==> src/rtl/piso_tx_arbiter.sv <==
// Round-robin arbiter that feeds one PISO serializer, tracks its busy window and enforces an idle gap.
// Define PISO_TX_ARB_STATS_EN for the completed-frame counter and a sticky protocol-error flag.
module piso_tx_arbiter #(
  parameter int NUM_REQ    = 4,
  parameter int DATA_WIDTH = 8,
  parameter int GAP_CYCLES = 2,
  localparam int IdW       = (NUM_REQ > 1) ? $clog2(NUM_REQ) : 1
) (
  input  logic                          clk,
  input  logic                          rst_n,
  input  logic [NUM_REQ-1:0]            req_valid,
  input  logic [NUM_REQ*DATA_WIDTH-1:0] req_data,
  output logic [NUM_REQ-1:0]            req_ready,
  output logic [DATA_WIDTH-1:0]         ser_data_in,
  output logic                          ser_valid_in,
  input  logic                          ser_busy,
  output logic                          grant_valid,
  output logic [IdW-1:0]                grant_id,
  output logic                          proto_err,
  output logic [15:0]                   frame_cnt
);

  typedef enum logic [2:0] {IDLE, LAUNCH, WAIT_START, WAIT_DONE, GAP} state_t;

  localparam logic [7:0] GapLoad = (GAP_CYCLES > 0) ? 8'(GAP_CYCLES - 1) : 8'd0;

  state_t                state, state_nxt;
  logic [IdW-1:0]        rr_ptr;
  logic [IdW-1:0]        winner;
  logic [IdW-1:0]        winner_inc;
  logic                  found;
  logic                  grant;
  logic                  frame_done;
  logic                  err_evt;
  logic [DATA_WIDTH-1:0] hold;
  logic [DATA_WIDTH-1:0] win_word;
  logic [7:0]            gap_cnt;

  // Search upward from rr_ptr with an explicit wrap so non-power-of-2 counts work.
  always_comb begin : arb_search
    logic [IdW:0]   idx;
    logic [IdW-1:0] sel;
    found  = 1'b0;
    winner = '0;
    idx    = '0;
    sel    = '0;
    for (int i = 0; i < NUM_REQ; i++) begin
      idx = {1'b0, rr_ptr} + (IdW+1)'(i);
      if (idx >= (IdW+1)'(NUM_REQ)) idx = idx - (IdW+1)'(NUM_REQ);
      sel = idx[IdW-1:0];
      if (!found && req_valid[sel]) begin
        found  = 1'b1;
        winner = sel;
      end
    end
  end

  always_comb begin
    win_word = '0;
    for (int i = 0; i < NUM_REQ; i++) begin
      if (winner == IdW'(i)) win_word = req_data[i*DATA_WIDTH +: DATA_WIDTH];
    end
  end

  assign winner_inc = (winner == IdW'(NUM_REQ - 1)) ? '0 : winner + IdW'(1);

  // A still-draining serializer blocks new grants even in IDLE.
  assign grant = (state == IDLE) && !ser_busy && found;

  always_comb begin
    state_nxt    = state;
    frame_done   = 1'b0;
    err_evt      = 1'b0;
    req_ready    = '0;
    ser_valid_in = 1'b0;
    grant_valid  = 1'b0;
    case (state)
      IDLE: begin
        if (grant) begin
          if (rst_n) req_ready = NUM_REQ'(1) << winner;
          state_nxt = LAUNCH;
        end
      end
      LAUNCH: begin
        ser_valid_in = 1'b1;
        grant_valid  = 1'b1;
        state_nxt    = WAIT_START;
      end
      WAIT_START: begin
        grant_valid = 1'b1;
        if (ser_busy) begin
          state_nxt = WAIT_DONE;
        end else begin
          err_evt   = 1'b1;
          state_nxt = IDLE;
        end
      end
      WAIT_DONE: begin
        grant_valid = 1'b1;
        if (!ser_busy) begin
          frame_done = 1'b1;
          state_nxt  = (GAP_CYCLES == 0) ? IDLE : GAP;
        end
      end
      GAP: begin
        if (gap_cnt == 8'd0) state_nxt = IDLE;
      end
      default: state_nxt = IDLE;
    endcase
  end

  always_ff @(posedge clk or negedge rst_n) begin
    if (!rst_n) begin
      state    <= IDLE;
      rr_ptr   <= '0;
      hold     <= '0;
      grant_id <= '0;
      gap_cnt  <= '0;
    end else begin
      state <= state_nxt;
      if (grant) begin
        hold     <= win_word;
        grant_id <= winner;
        rr_ptr   <= winner_inc;
      end
      if (frame_done) gap_cnt <= GapLoad;
      else if (state == GAP && gap_cnt != 8'd0) gap_cnt <= gap_cnt - 8'd1;
    end
  end

  assign ser_data_in = hold;

`ifdef PISO_TX_ARB_STATS_EN
  logic [15:0] frame_q;

  always_ff @(posedge clk or negedge rst_n) begin
    if (!rst_n) begin
      frame_q   <= '0;
      proto_err <= 1'b0;
    end else begin
      if (frame_done) frame_q <= frame_q + 16'd1;
      if (err_evt) proto_err <= 1'b1;
    end
  end

  assign frame_cnt = frame_q;
`else
  always_ff @(posedge clk or negedge rst_n) begin
    if (!rst_n) proto_err <= 1'b0;
    else        proto_err <= err_evt;
  end

  assign frame_cnt = '0;
`endif

endmodule

==> config.mk <==
export PLATFORM = sky130hd
export DESIGN_NAME = piso_tx_arbiter
export DESIGN_NICKNAME = d
export VERILOG_FILES = /design/src/rtl/piso_tx_arbiter.sv
export SDC_FILE = /design/constraint.sdc
export NUM_CORES = 1
export LEC_CHECK = 0
export CORE_MARGIN = 10
export CORE_UTILIZATION = 43
export CTS_CLUSTER_DIAMETER = 30
export DETAILED_ROUTE_END_ITERATION = 16
export PLACE_DENSITY = 0.93
export REMOVE_ABC_BUFFERS = 1
export SLEW_MARGIN = 0
export SYNTH_ARGS = -nofsm -noshare
export SYNTH_HDL_FRONTEND = slang
export SYNTH_SLANG_ARGS = --single-unit
==> constraint.sdc <==
create_clock -name clk -period 6.3 [get_ports clk]
set_input_delay 1.89 -clock clk [delete_from_list [all_inputs] [get_ports clk]]
set_output_delay 1.89 -clock clk [all_outputs]
set_load 0.005 [all_outputs]
; Word-level counts from Yosys, hierarchy flattened
; Cells that the tools add are included.
[totals]
ff_bits = 24
output_inout_bits = 33
wordCells = 91
inputBits = 39
[classes]
eq_ne = 10
order_cmp = 8
n_reduce_logical = 17
addsub = 9
mux = 40
shifts = 1
[op_table]
columns = op, count
row1 = 8-bit 2-to-1 mux, 6
row2 = 2-bit 2-to-1 mux, 10
row3 = 3-bit case mux with 5 select lines, 1
row4 = 1-bit 2-to-1 mux, 13
row5 = 2-bit by 3-bit less-than comparator with 1-bit output (second input constant), 4
row6 = 4-bit 2-to-1 mux, 3
row7 = 3-bit >= comparator (second input constant), 3
row8 = 3-bit 2-to-1 mux, 3
row9 = 1-bit binary-select mux with 2-bit select, 4
row10 = 8-bit logical NOT, 1
row11 = 8-bit nonzero test, 1
row12 = 2-bit by 1-bit subtractor with 2-bit output (second input constant), 4
row13 = 8-bit by 1-bit subtractor with 8-bit output (second input constant), 1
row14 = 2-bit by 2-bit adder with 3-bit output (second input constant), 2
row15 = 3-bit by 2-bit equality test with 1-bit output (second input constant), 2
row16 = 1-bit logical AND, 6
row17 = 2-bit inequality test (second input constant), 3
row18 = 2-bit equality test (second input constant), 2
row19 = 1-bit logical NOT, 4
row20 = 1-bit by 2-bit << shifter with 4-bit output (first input constant), 1
row21 = 2-bit by 1-bit adder with 3-bit output (second input constant), 1
row22 = 3-bit by 1-bit equality test with 1-bit output (second input constant), 1
row23 = 3-bit equality test (second input constant), 1
row24 = 2-bit by 3-bit >= comparator with 1-bit output (second input constant), 1
row25 = 7 further kinds, 7

; Longest topological paths before layout
[depth]
ltp_word = 19
mapped_depth = 11
mapped_depth_nobuf = 9

; Worst setup path before layout
; OpenSTA, ideal clock, no wires.
[synth_path]
path_kind = input -> output
start = input req_valid[2]
end = output req_ready[3]
path_stages = 8
path_slack_ps = 912
required_time_ps = 4410
n_path_buf = 2
arrival_ps = 3498
path_cell_list = mux2i_1 nor2_1 a311oi_1 and2_2 ha_1 clkbuf_1 clkbuf_1 and3_2
[synth_between]
elab_chain_len = 16
elab_cells_between_ends = 27
cone_classes = 1 x shift / 19 x mux / 7 x reduce/logical
[synth_lines]
columns = item, line_no
row1 = start: declaration, 11  ; input logic [NUM_REQ-1:0] req_valid,
row2 = 1-bit binary-select mux with 2-bit select, 51  ; if (!found && req_valid[sel]) begin
row3 = 1-bit 2-to-1 mux (not written as such), 51
row4 = 1-bit 2-to-1 mux, 51
row5 = 1-bit logical NOT, 51
row6 = 1-bit logical AND, 51
row7 = 1-bit 2-to-1 mux, 51
row8 = 1-bit logical NOT, 51
row9 = 1-bit logical AND, 51
row10 = 1-bit 2-to-1 mux, 51
row11 = 1-bit logical NOT, 51
row12 = 1-bit logical AND, 51
row13 = 2-bit 2-to-1 mux *, 51
row14 = net winner[0], 29  ; logic [IdW-1:0] winner;
row15 = 1-bit by 2-bit << shifter with 4-bit output *, 80  ; if (rst_n) req_ready = NUM_REQ'(1) << winner;
row16 = 4-bit 2-to-1 mux *, 80
row17 = 4-bit 2-to-1 mux *, 79  ; if (grant) begin
row18 = 4-bit 2-to-1 mux *, 77  ; case (state)
row19 = end: declaration, 13  ; output logic [NUM_REQ-1:0] req_ready,
; Mark *: on every way through the listed nets, which the timed path passes. The rest lies on a longest branch. The select of a mux whose other input is x is not followed.

; Worst setup path after layout
[layout_path]
start = input req_valid[0]
end = output req_ready[0]
[layout_between]
elab_chain_len = 16
elab_cells_between_ends = 27
cone_classes = 1 x shift / 19 x mux / 7 x reduce/logical
[layout_lines]
columns = item, line_no
row1 = 1-bit binary-select mux with 2-bit select, 51
row2 = 1-bit 2-to-1 mux (not written as such), 51
row3 = 1-bit 2-to-1 mux, 51
row4 = 1-bit logical NOT, 51
row5 = 1-bit logical AND, 51
row6 = 1-bit 2-to-1 mux, 51
row7 = 1-bit logical NOT, 51
row8 = 1-bit logical AND, 51
row9 = 1-bit 2-to-1 mux, 51
row10 = 1-bit logical NOT, 51
row11 = 1-bit logical AND, 51
row12 = 2-bit 2-to-1 mux, 51
row13 = 1-bit by 2-bit << shifter with 4-bit output, 80
row14 = 4-bit 2-to-1 mux, 80
row15 = 4-bit 2-to-1 mux *, 79
row16 = 4-bit 2-to-1 mux *, 77
; Every way passes the cells marked *; elsewhere a longest branch is shown, timed or not. The select of a mux whose other input is x is not followed.

==> impl_results.md <==
* Status: finished, final reports clean
* Share of power burned in registers at 0.330
* Met2 WL at ~2.0 mm
* I/O pin count at slightly above 70
* Layout cells sized above 1 at 0.0871
* Mapped Cells at between 150 and 200
* Worst-path clk slew at about 80 ps
* Leakage at between 0.001 and 0.0015 uW
* Met3 wire len at around 350 um
* Worst-path fanout max at 5
* Vias in the first global route at between 1000 and 1500
* Initial antenna violation count at 0
* Post-CTS sizing at 0
* DP HPWL at between 3 and 4 mm
* Metal-1 WL at about 1.8 mm
* Endpoints failing setup at 0
* Per-cell routed wire length at approximately 15 um
* Die area at between 6000 and 7000 sq um
* Slew @ Worst Pin at ~530 ps
* Initial DRC Count at 89
* Final Max Tran Viols at 0
* ANT nets after route at 0
* CTS Hold Bufs at 0
* Tcrit/Tclk final at 0.933
* Multi-input gate area at around 850 sq um
* Register Area at 601 sq um
* FFs w/ async S/R, synth at 1.00
* Fmax at 170 MHz
* Final setup TNS at 0 ps
* Fillers at ~320
* Post-CTS setup buffer count at 0
* Combinational Power Share at 0.551
* Worst VDD drop at around 180 uV
* Routed vias at 1474
* Clock power frac at 0.119
* Most common cell after layout, fill and taps aside: clkdlybuf4s50_1
* Area of the mapped netlist at ~1600 sq um
* DR vias/cell at 5.10
* Yosys top cell area share at 0.370
* Startpoint Class: input pin
* Cell variety after synth at 38
* First-pass GRT wire length at between 6 and 7 mm
* Total gr overflow at 0
* Worst hold slack at 514 ps
* Worst Reg-to-Reg Cells at 10
* Average instance area after synthesis at between 8 and 9 sq um
* Crit path time final at approximately 5900 ps
* Top post-synthesis cells by area: dfrtp_1, buf_4, ha_1
* Final Hold Fails at 0
* TritonCTS clock tree: built
* Max layer used: met4
* # clock sinks at 24
* Most frequent cells in the layout: clkdlybuf4s50_1, dfrtp_1, nand2_1
* Ys Warns at 0
* Core Region at ~3700 sq um
* Final Net Count at between 200 and 300
* Drt first pass iters at 4
* Int Pwr at 540 uW
* Clock Latency Late Sink at between 200 and 300 ps
* EDFF count, synth at 0
* Clock Skew at 2.87 ps
* CP required at 4410 ps
* Crit path DAT at around 4000 ps
* MaxCap Viol Count at 0
* Slew headroom at 0.648
* Clk root buf: clkbuf_8
* Initial Util at 0.443
* Largest net degree at the start of global routing at 17
* WS Path Type: in2out
* Routed WL at about 4.3 mm
* GP Congestion at 0.857
* # DRC at 0
* Unrepaired setup endpoints after global routing: no
* Top_reg_cell synth: dfrtp_1
* Chip width at 81.4 um
* Flops & latches, synth at 24
* CP Capture Type: output pin
* H-tree lvl count at 1
* Seq/Total Area, Yosys at 0.370
* Cell taking the most area after synthesis: dfrtp_1
* NetSw at about 340 uW
* Hold path depth at 1
* Die Span Y at 81.4 um
* Pwr dens at about 400 nW/um^2
* Antenna diodes at 0
* Sw Share at 0.384
* Min-delay worst type: reg2reg
* Port Buf Inserts at 55
* Num rows at 22
* GRT Resource Usage Total at 0.133
* CTS buffer count at 3
* Area Growth Syn to Fin at 36.8%
* Max Root-Sink Buffers at 2
## synthesized netlist by cell type (all sizes together) (2+ instances only)
cell type  instances
a211o              7
a21oi             11
a221oi             7
a31oi              8
and3               6
buf               20
clkbuf             4
dfrtp             24
ha                 6
inv               14
mux2               3
mux2i              4
nand2             20
nand2b             3
nand3              6
nand3b             2
nor2              18
nor3               2
nor3b              2
nor4               2
o21ai              4
## state kept, by name, summed over array words and instances, names as in the netlist
signal,count
grant_id,2
gap_cnt,8
proto_err,1
rr_ptr,2
ser_data_in,8
state,3
## path summary, 6_finish.rpt
path	startpoint	end	slack (ps)
min in group asynchronous	rst_n	rr_ptr[0]	1860
min reg2reg	grant_id[1]	grant_id[1]	510
max in group asynchronous	rst_n	gap_cnt[6]	3990
max	req_valid[0]	req_ready[0]	420
max reg2reg	rr_ptr[1]	ser_data_in[7]	3700
min	grant_id[1]	grant_id[1]	510
## power groups by stage
stage	combinational, uW	sequential [uW]	clock [uW]
after floorplan	286	282	0
after global placement	472	287	0
after detailed placement	485	292	0
after CTS	489	289	106
after global routing	548	300	114
final	483	290	105
## through the flow
| step | instances | cell area (sq um) | util | total power [uW] | setup WS [ps] |
|---|---|---|---|---|---|
| floorplan | 175 | 1500 | - | 568 | 1120 |
| global placement | 285 | 2160 | 0.591 | 759 | 471 |
| detailed placement | 285 | 2160 | 0.591 | 776 | 414 |
| CTS | 289 | 2220 | 0.606 | 885 | 415 |
| global route | 289 | 2220 | 0.606 | 962 | 288 |
| finish | 289 | 2220 | 0.606 | 877 | 423 |
## kinds of logic (layout without fill, tap and decap cells)
group / after synthesis / after routing / synth area share
other: 1 / 16 / 0.00231
flip-flops: 24 / 24 / 0.370
AO/OA/AOI/OAI: 43 / 43 / 0.186
adder cells (fa/ha/maj): 6 / 6 / 0.0463
multiplexers: 7 / 7 / 0.0524
buffers and inverters: 38 / 80 / 0.142
AND/OR/NAND/NOR: 65 / 65 / 0.201
## critical path, stage by stage
cell,delay (ps)
clkdlybuf4s50_1,470
mux2i_1,170
nor2_1,50
a311oi_1,320
buf_4,180
nand2_1,70
ha_1,220
and3_2,170
clkdlybuf4s50_1,450
## final cells by class
type | count | area share
multi-input combinational | 137 | 0.382
tap | 48 | 0.0271
timing repair buffer | 62 | 0.272
inverter | 14 | 0.0237
clock buffer | 4 | 0.0248
sequential | 24 | 0.271
## metal layers
layer,track usage,up-vias
met1,0.145,683
met5,0,-
met4,0.0848,0
met2,0.220,52
met3,0.0415,10
li1,-,729
Note: power is estimated with default switching activity, not from simulation.
